File: config.mk
export PLATFORM = sky130hd
export DESIGN_NAME = ray_dispatcher
export DESIGN_NICKNAME = d
export VERILOG_FILES = /design/src/rtl/ray_dispatcher.sv
export SDC_FILE = /design/constraint.sdc
export NUM_CORES = 1
export LEC_CHECK = 0
export ABC_AREA = 1
export BUFFER_PORTS_ARGS = -buffer_cell sky130_fd_sc_hd__buf_4
export CORE_MARGIN = 4
export CORE_UTILIZATION = 30
export CTS_CLUSTER_SIZE = 10
export DETAILED_ROUTE_END_ITERATION = 10
export PLACE_DENSITY = 0.55
export SLEW_MARGIN = 20
export SYNTH_ARGS = -nofsm -noshare
export SYNTH_HDL_FRONTEND = slang
export SYNTH_SLANG_ARGS = --single-unit
File: constraint.sdc
create_clock -name sysclk -period 2.2 [get_ports sysclk]
set_input_delay 0.11 -clock sysclk [delete_from_list [all_inputs] [get_ports sysclk]]
set_output_delay 0.11 -clock sysclk [all_outputs]
set_load 0.02 [all_outputs]
File: src/rtl/ray_dispatcher.sv
// ray_dispatcher -- walks an IMG_W x IMG_H image plane in raster order and
// issues one primary ray per pixel to a downstream intersect unit, keeping
// at most MAX_INFLIGHT rays outstanding. Hit results come back in issue
// order and are re-tagged with their pixel coordinates by a separate result
// counter before being strobed out on pix_*.
//
// Ports:
//   sysclk, rst_n       clock, synchronous active-low reset
//   start               one-cycle pulse, accepted only while idle
//   cam_orig            camera origin, latched at an accepted start
//   ray_valid/ray_ready ray handshake to the intersect unit
//   ray_orig, ray_dir   ray payload (vec3_t, signed integer fields)
//   hit_valid, hit_in   in-order hit results from the intersect unit
//   pix_valid, pix_x, pix_y, pix_hit   resolved pixel strobe, 1 cycle after hit
//   busy, frame_done    frame status
//   hit_count           hits in the current/last frame (0 unless HIT_COUNT_EN)
//   dbg_state           FSM state for observation
//
// Optional feature: define HIT_COUNT_EN to build the per-frame hit counter.
//
// Handshake: a ray transfers on a rising edge where ray_valid && ray_ready;
// once ray_valid is high, ray_orig/ray_dir stay stable until that transfer.
// hit_valid has no back-pressure; it is ignored when nothing is in flight.

package ray_dispatcher_pkg;
  localparam int COORD_W = 16;

  typedef struct packed {
    logic signed [COORD_W-1:0] x;
    logic signed [COORD_W-1:0] y;
    logic signed [COORD_W-1:0] z;
  } vec3_t;

  localparam vec3_t VEC3_DEFAULT = '0;

  typedef enum logic [1:0] {
    ST_IDLE  = 2'd0,
    ST_ISSUE = 2'd1,
    ST_DRAIN = 2'd2,
    ST_DONE  = 2'd3
  } state_e;
endpackage

module ray_dispatcher
  import ray_dispatcher_pkg::*;
#(
  parameter int IMG_W        = 16,
  parameter int IMG_H        = 16,
  parameter int MAX_INFLIGHT = 8,
  parameter int FOCAL        = 16
) (
  input  logic                               sysclk,
  input  logic                               rst_n,
  input  logic                               start,
  input  vec3_t                              cam_orig,
  output logic                               ray_valid,
  input  logic                               ray_ready,
  output vec3_t                              ray_orig,
  output vec3_t                              ray_dir,
  input  logic                               hit_valid,
  input  logic                               hit_in,
  output logic                               pix_valid,
  output logic [$clog2(IMG_W)-1:0]           pix_x,
  output logic [$clog2(IMG_H)-1:0]           pix_y,
  output logic                               pix_hit,
  output logic                               busy,
  output logic                               frame_done,
  output logic [$clog2(IMG_W*IMG_H):0]       hit_count,
  output logic [1:0]                         dbg_state
);

  localparam int XW  = $clog2(IMG_W);
  localparam int YW  = $clog2(IMG_H);
  localparam int IFW = $clog2(MAX_INFLIGHT + 1);

  state_e          state_q, state_d;
  logic [XW-1:0]   ix_q, ix_d;        // issue pixel
  logic [YW-1:0]   iy_q, iy_d;
  logic [XW-1:0]   rx_q, rx_d;        // result pixel
  logic [YW-1:0]   ry_q, ry_d;
  logic [IFW-1:0]  infl_q, infl_d;
  vec3_t           orig_q, orig_d;
  logic            pix_valid_q, pix_valid_d;
  logic [XW-1:0]   pix_x_q, pix_x_d;
  logic [YW-1:0]   pix_y_q, pix_y_d;
  logic            pix_hit_q, pix_hit_d;

  logic issue_last, res_last, ray_valid_c, xfer, hit_ok;

  always_comb begin
    state_d     = state_q;
    ix_d        = ix_q;
    iy_d        = iy_q;
    rx_d        = rx_q;
    ry_d        = ry_q;
    infl_d      = infl_q;
    orig_d      = orig_q;
    pix_valid_d = 1'b0;
    pix_x_d     = pix_x_q;
    pix_y_d     = pix_y_q;
    pix_hit_d   = pix_hit_q;

    issue_last  = (ix_q == XW'(IMG_W - 1)) && (iy_q == YW'(IMG_H - 1));
    res_last    = (rx_q == XW'(IMG_W - 1)) && (ry_q == YW'(IMG_H - 1));
    ray_valid_c = (state_q == ST_ISSUE) && (infl_q < IFW'(MAX_INFLIGHT));
    xfer        = ray_valid_c && ray_ready;
    // A result with nothing outstanding cannot belong to this frame
    // (e.g. one arriving after a reset), so it is dropped.
    hit_ok      = hit_valid && (infl_q != '0);

    if (xfer) begin
      if (ix_q == XW'(IMG_W - 1)) begin
        ix_d = '0;
        iy_d = (iy_q == YW'(IMG_H - 1)) ? '0 : iy_q + YW'(1);
      end else begin
        ix_d = ix_q + XW'(1);
      end
    end

    if (hit_ok) begin
      pix_valid_d = 1'b1;
      pix_x_d     = rx_q;
      pix_y_d     = ry_q;
      pix_hit_d   = hit_in;
      if (rx_q == XW'(IMG_W - 1)) begin
        rx_d = '0;
        ry_d = (ry_q == YW'(IMG_H - 1)) ? '0 : ry_q + YW'(1);
      end else begin
        rx_d = rx_q + XW'(1);
      end
    end

    case ({xfer, hit_ok})
      2'b10:   infl_d = infl_q + IFW'(1);
      2'b01:   infl_d = infl_q - IFW'(1);
      default: infl_d = infl_q;
    endcase

    case (state_q)
      ST_IDLE: begin
        if (start) begin
          state_d = ST_ISSUE;
          ix_d    = '0;
          iy_d    = '0;
          rx_d    = '0;
          ry_d    = '0;
          orig_d  = cam_orig;
        end
      end
      ST_ISSUE: if (xfer && issue_last) state_d = ST_DRAIN;
      // The last result can only arrive after the last ray has gone out,
      // so completion is detected in DRAIN only.
      ST_DRAIN: if (hit_ok && res_last) state_d = ST_DONE;
      ST_DONE:  state_d = ST_IDLE;
      default:  state_d = ST_IDLE;
    endcase
  end

  always_ff @(posedge sysclk) begin
    if (!rst_n) begin
      state_q     <= ST_IDLE;
      ix_q        <= '0;
      iy_q        <= '0;
      rx_q        <= '0;
      ry_q        <= '0;
      infl_q      <= '0;
      orig_q      <= VEC3_DEFAULT;
      pix_valid_q <= 1'b0;
      pix_x_q     <= '0;
      pix_y_q     <= '0;
      pix_hit_q   <= 1'b0;
    end else begin
      state_q     <= state_d;
      ix_q        <= ix_d;
      iy_q        <= iy_d;
      rx_q        <= rx_d;
      ry_q        <= ry_d;
      infl_q      <= infl_d;
      orig_q      <= orig_d;
      pix_valid_q <= pix_valid_d;
      pix_x_q     <= pix_x_d;
      pix_y_q     <= pix_y_d;
      pix_hit_q   <= pix_hit_d;
    end
  end

  // Direction is a pure function of the issue pixel, which only moves on a
  // transfer, so it is stable for as long as ray_valid is held.
  always_comb begin
    ray_dir = VEC3_DEFAULT;
    if (state_q == ST_ISSUE) begin
      ray_dir.x = COORD_W'(ix_q) - COORD_W'(IMG_W / 2);
      ray_dir.y = COORD_W'(IMG_H / 2) - COORD_W'(iy_q);
      ray_dir.z = '0 - COORD_W'(FOCAL);
    end
  end

  assign ray_valid  = ray_valid_c;
  assign ray_orig   = orig_q;
  assign pix_valid  = pix_valid_q;
  assign pix_x      = pix_x_q;
  assign pix_y      = pix_y_q;
  assign pix_hit    = pix_hit_q;
  assign busy       = (state_q != ST_IDLE);
  assign frame_done = (state_q == ST_DONE);
  assign dbg_state  = state_q;

`ifdef HIT_COUNT_EN
  logic [$clog2(IMG_W*IMG_H):0] hit_cnt_q, hit_cnt_d;

  always_comb begin
    hit_cnt_d = hit_cnt_q;
    if (state_q == ST_IDLE && start) begin
      hit_cnt_d = '0;
    end else if (pix_valid_q && pix_hit_q) begin
      hit_cnt_d = hit_cnt_q + 1'b1;
    end
  end

  always_ff @(posedge sysclk) begin
    if (!rst_n) hit_cnt_q <= '0;
    else        hit_cnt_q <= hit_cnt_d;
  end

  assign hit_count = hit_cnt_q;
`else
  assign hit_count = '0;
`endif

endmodule

* Word-level counts from Yosys, hierarchy flattened *
Index checks and enable logic that the tools add are counted.

operators by class
  multiplexer cells = 25
  add/sub/neg operators = 8
  eq/ne operators = 12
  reduce and logical (&&, ||, !) cells = 13
  magnitude comparators = 1

operator list
  operator                                                                count
  4-bit two-way mux                                                       18
  48-bit two-way mux                                                      1
  4-bit by 1-bit adder with 4-bit output (second input constant)          5
  4-bit equality test (second input constant)                             4
  2-bit case mux with 4 select lines                                      1
  4-bit case mux with 2 select lines                                      1
  1-bit logical AND                                                       7
  2-bit equality test (second input constant)                             3
  2-bit two-way mux                                                       3
  2-bit inequality test (second input constant)                           3
  4-bit by 4-bit subtractor with 5-bit output (first input constant)      1
  4-bit by 4-bit subtractor with 5-bit output (second input constant)     1
  2-bit by 1-bit equality test with 1-bit output (second input constant)  2
  4-bit < comparator (second input constant)                              1
  2-bit nonzero test                                                      2
  4-bit nonzero test                                                      1
  4-bit by 1-bit subtractor with 4-bit output (second input constant)     1
  3-bit AND reduction                                                     1
  2-bit logical NOT                                                       1
  2-bit AND reduction                                                     1
  1-bit two-way mux                                                       1

storage, ports and cells
  input port bits = 54
  register bits = 80
  word-level logic and storage cells = 72

* Depth between registers and ports, before layout *
  depth after elaboration = 6
  mapped depth = 16

* Worst setup path after synthesis *
OpenSTA, ideal clock, no wires.

  path type = register to register
  from = reg state_q[1], in the netlist dbg_state[1]
  to = reg infl_q[2]
  stages on the path, launching flop included = 15
  clock period less this slack = 2.512 ns
  path buffers = 1
  data required time = 2.085 ns
  arrival = 2.397 ns
  path slack = -0.312 ns
  cell sequence = dfxtp_1 -> inv_1 -> ha_1 -> buf_4 -> nand2_4 -> inv_4 -> nand2_4 -> ha_1 -> nor2_1 -> nor2_2 -> ha_1 -> a21oi_1 -> xnor2_1 -> o21ai_0 -> inv_1

between the ends
  cells in the longest elaborated chain, start to end = 5
  elaborated cells between the ends (all ways) = 7
  classes of those cells = 3 x eq/ne; 1 x mux; 3 x reduce/logical

RTL lines
  item                                                                                          line  RTL
  start, declared                                                                               76    state_e state_q, state_d;
  start signal, assigned                                                                        173   state_q <= state_d;
  2-bit by 1-bit equality test with 1-bit output (*)                                            105   ray_valid_c = (state_q == ST_ISSUE) && (infl_q < IFW'(MAX_INFLIGHT));
  1-bit logical AND (*)                                                                         105
  net ray_valid                                                                                 56    output logic ray_valid,
  1-bit logical AND (*)                                                                         106   xfer = ray_valid_c && ray_ready;
  2-bit by 1-bit equality test with 1-bit output / 2-bit equality test (equally long branches)  133   case ({xfer, hit_ok})
  4-bit case mux with 2 select lines / 2-bit nonzero test (equally long branches)               --
  end signal, assigned                                                                          178   infl_q <= infl_d;
  end, declared                                                                                 81    logic [IFW-1:0] infl_q, infl_d;

The timed path passes the listed nets; every way through them passes the cells marked *.
A chain may end at the register's enable or synchronous reset.

* Final worst setup path *
  from = reg state_q[1], in the netlist dbg_state[1]
  to = reg infl_q[2]

between the ends
  cells in the longest elaborated chain, start to end = 5
  elaborated cells between the ends (all ways) = 7
  classes of those cells = 3 x eq/ne; 1 x mux; 3 x reduce/logical

RTL lines
  item                                                                                          line
  2-bit by 1-bit equality test with 1-bit output (*)                                            105
  1-bit logical AND (*)                                                                         105
  1-bit logical AND (*)                                                                         106
  2-bit by 1-bit equality test with 1-bit output / 2-bit equality test (equally long branches)  133
  4-bit case mux with 2 select lines / 2-bit nonzero test (equally long branches)               --

Every way passes the cells marked *; elsewhere a longest branch is shown, timed or not.

==> impl_metrics.env <==
export IMPL_cp_common_cell="inv_1"
export IMPL_synth_cells=492
export IMPL_finalNetCount=683
export IMPL_synthAdderAreaFrac_pct=4.38
export IMPL_areaGrowthSynthToFinish_pct=37.0
export IMPL_slew_limit_headroom_pct=66.1
export IMPL_dieArea_sq_um=14200
export IMPL_ios=174
export IMPL_max_cap_viol_count=0
export IMPL_portBuffers=160
export IMPL_worstPathCellList="inv_1 -> ha_4 -> nand2_4 -> inv_4 -> nand2_4 -> ha_2 -> nand2_1 -> inv_1 -> nor2_2 -> ha_1 -> a21oi_1 -> xnor2_1 -> o21ai_1 -> inv_1"
export IMPL_overflow=0
export IMPL_avgSynthCellArea_sq_um=7.56
export IMPL_crit_slowest_cell="dfxtp_2"
export IMPL_clock_sinks=80
export IMPL_netlist_area_sq_um=3720
export IMPL_crit_fanout=7
export IMPL_crit_type="reg -> reg"
export IMPL_switching_share_pct=39.6
export IMPL_synth_common_cells="130 x nor2_1, 80 x dfxtp_1, 66 x o21ai_0"
export IMPL_cp_num_buf_inv=4
export IMPL_clock_latency_ns=0.32
export IMPL_vias=3384
export IMPL_muxShareOfSynthArea_pct=0
export IMPL_postCtsSetupRepairBufs=0
export IMPL_post_cts_resized=0
export IMPL_viasPerCell=4.29
export IMPL_drt_iter0_drc=105
export IMPL_power_leakage_nw=2.47
export IMPL_cts_htree_levels=3
export IMPL_clk_pin_slew_ns=0.06
export IMPL_synth_top_area_share_pct=43.1
export IMPL_period_share_pct=90.1
export IMPL_startpoint_type="flip-flop"
export IMPL_fin_area_sq_um=5090
export IMPL_cp_end_kind="flip-flop"
export IMPL_ant_nets=0
export IMPL_dp_hpwl_mm=6.99
export IMPL_combinationalPowerShare_pct=45.2
export IMPL_tritoncts="done"
export IMPL_synth_top_family_by_area="simple AND/OR/NAND/NOR gates"
export IMPL_ys_seq_elements=80
export IMPL_tightestPinTransition_ns=0.508
export IMPL_p_int_w=0.00383
export IMPL_status="completed"
export IMPL_synth_top_area_cell="dfxtp_1"
export IMPL_synth_edf_count=0
export IMPL_p_switching_w=0.00252
export IMPL_cp_data_required_time_ns=2.42
export IMPL_drtPass1Iterations=4
export IMPL_antennaDiodeCount=0
export IMPL_core_sq_um=12100
export IMPL_ys_warn_count=0
export IMPL_synth_top_cells_by_area="dfxtp_1 43%, nor2_1 13%, buf_4 9.9%"
export IMPL_multiInputGateArea_sq_um=1570
export IMPL_fmax_mhz=505
export IMPL_synth_most_common_cell="nor2_1"
export IMPL_track_usage_pct=12.7
export IMPL_postRouteWirelength_mm=9.39
export IMPL_yosysUniqueCellTypes=32
export IMPL_drc_errors=0
export IMPL_hp_class="in -> reg"
export IMPL_ir_drop_mv=0.395
export IMPL_grt_pass1_wl_mm=14.9
export IMPL_period_minus_slack_ns=1.98
export IMPL_setup_tns_ns=0
export IMPL_seqPwrFrac_pct=32.2
export IMPL_rsz0062_at_grt="no"
export IMPL_gp_congestion=0.742
export IMPL_antenna_found_initial=0
export IMPL_yosysSeqAreaShare_pct=43.1
export IMPL_first_global_vias=3176
export IMPL_cts_root_buf="clkbuf_16"
export IMPL_skew_ns=0.00494
export IMPL_finalSetupViolations=0
export IMPL_hold_violations=0
export IMPL_synth_xor_area_share_pct=0.707
export IMPL_n_fill_cell=1244
export IMPL_rows=40
export IMPL_clockBufferDepth=2
export IMPL_holdBufCountCts=0
export IMPL_cts_buffers=9
export IMPL_max_stage_delay_ns=0.35
export IMPL_grt_max_degree=49
export IMPL_power_density_nw_per_um2=1250
export IMPL_ys_flop_type="dfxtp_1"
export IMPL_drv_slew=0
export IMPL_start_util_pct=30.8
export IMPL_path_delay_family="adder cells"
export IMPL_die_x_microns=119
export IMPL_wl_per_cell_microns=11.9
export IMPL_die_y_microns=119
export IMPL_drive_gt1_share_pct=33.7
export IMPL_async_flop_share_pct=0
export IMPL_synth_simple_area_share_pct=23.0
export IMPL_layout_area_seq_sq_um=1600
export IMPL_place_area_sq_um=4800
export IMPL_arrival_ns=2.20
export IMPL_synth_compound_area_share_pct=12.3
export IMPL_clkPwrFrac_pct=22.6
## cell type report
type | count | share of cell area [%]
flip-flops and latches | 80 | 31.5
multi-input cells | 315 | 30.7
repair buffers | 169 | 24.9
clock buffers | 10 | 4.50
well taps | 168 | 4.13
inverters | 41 | 3.07
clock inverters | 6 | 1.18
## logic make-up (layout without fill, tap and decap cells)
group / Yosys count / in the layout
xor+xnor: 3 / 3
buf+inv: 109 / 226
compound gates: 89 / 89
flops: 80 / 80
other cells: 1 / 13
fa+ha+maj: 13 / 13
simple gates: 197 / 197
## power by group through the flow
stage                     Combinational [W]  Sequential [W]  Clock, W
after floorplan                     0.00159         0.00244         0
after global placement              0.00286         0.00206         0
after detailed placement            0.00290         0.00208         0
after CTS                           0.00291         0.00205   0.00150
after global routing                0.00314         0.00209   0.00156
final                               0.00287         0.00205   0.00143
## final timing paths
| kind | startpoint | to | slack (ns) | cells after the start |
|---|---|---|---|---|
| max reg2reg | dbg_state[1] | infl_q[2] | 0.22 | 14 |
| min reg2reg | ray_orig[14] | ray_orig[14] | 0.49 | 2 |
| max | dbg_state[1] | infl_q[2] | 0.22 | 14 |
| min | cam_orig[25] | ray_orig[25] | 0.02 | 3 |
## routing by layer
metal	GRT usage, %	part of all wire [%]	vias to the layer above
met5	0	0	-
met4	4.29	0.85	0
met3	5.98	9.7	6
met2	20.5	47	126
met1	14.8	43	1505
li1	-	-	1747
## flip-flops by register name, summed over array words and instances (netlist names)
| register | flops |
|---|---|
| pix_hit | 1 |
| infl_q | 4 |
| pix_x | 4 |
| iy_q | 4 |
| pix_valid | 1 |
| pix_y | 4 |
| ry_q | 4 |
| dbg_state | 2 |
| rx_q | 4 |
| ray_orig | 48 |
| ix_q | 4 |
## worst min-delay path, delay by kind of cell
kind | cells | cell delay (ns)
AOI/OAI and AO/OA | 1 | 0.05
buffers and inverters | 1 | 0.08
and+or+nand+nor | 1 | 0.07
## per-stage QoR
step	cells	hold WS, ns	worst slack (ns)	total power (W)	util [%]
finish	789	0.0183	0.218	0.00635	42.2
global route	789	0.0127	0.0188	0.00679	42.2
CTS	789	0.00223	0.165	0.00646	42.2
detailed placement	773	0.352	0.184	0.00498	39.8
global placement	773	0.344	0.289	0.00492	39.8
floorplan	504	0.259	0.00121	0.00403	-
## cells in the final DEF, fill, tap and decap left out
| cell type | count |
|---|---|
| buf_4 | 169 |
| nor2_1 | 130 |
| dfxtp_1 | 78 |
| o21ai_0 | 65 |
| inv_1 | 36 |
| nand2_1 | 31 |
| a21oi_1 | 16 |
| conb_1 | 13 |
| nand3_1 | 12 |
| ha_1 | 11 |
| clkbuf_16 | 9 |
| inv_2 | 4 |
| nand3_2 | 4 |
| a211oi_1 | 4 |
| nand2_2 | 3 |
| nor3_1 | 3 |
| o21ai_1 | 3 |
| nor2_4 | 3 |
| nand4_1 | 3 |
| clkinv_2 | 3 |
| nand2_4 | 2 |
| nor2_2 | 2 |
| xor2_1 | 2 |
| clkinvlp_4 | 2 |
| dfxtp_2 | 2 |
| inv_4 | 1 |
| nor4_1 | 1 |
| or2_2 | 1 |
| nor3_2 | 1 |
| o21bai_1 | 1 |
| or2_0 | 1 |
| xnor2_1 | 1 |
| ha_4 | 1 |
| ha_2 | 1 |
| bufinv_16 | 1 |
| clkbuf_1 | 1 |
Note: power is estimated with default switching activity, not from simulation.
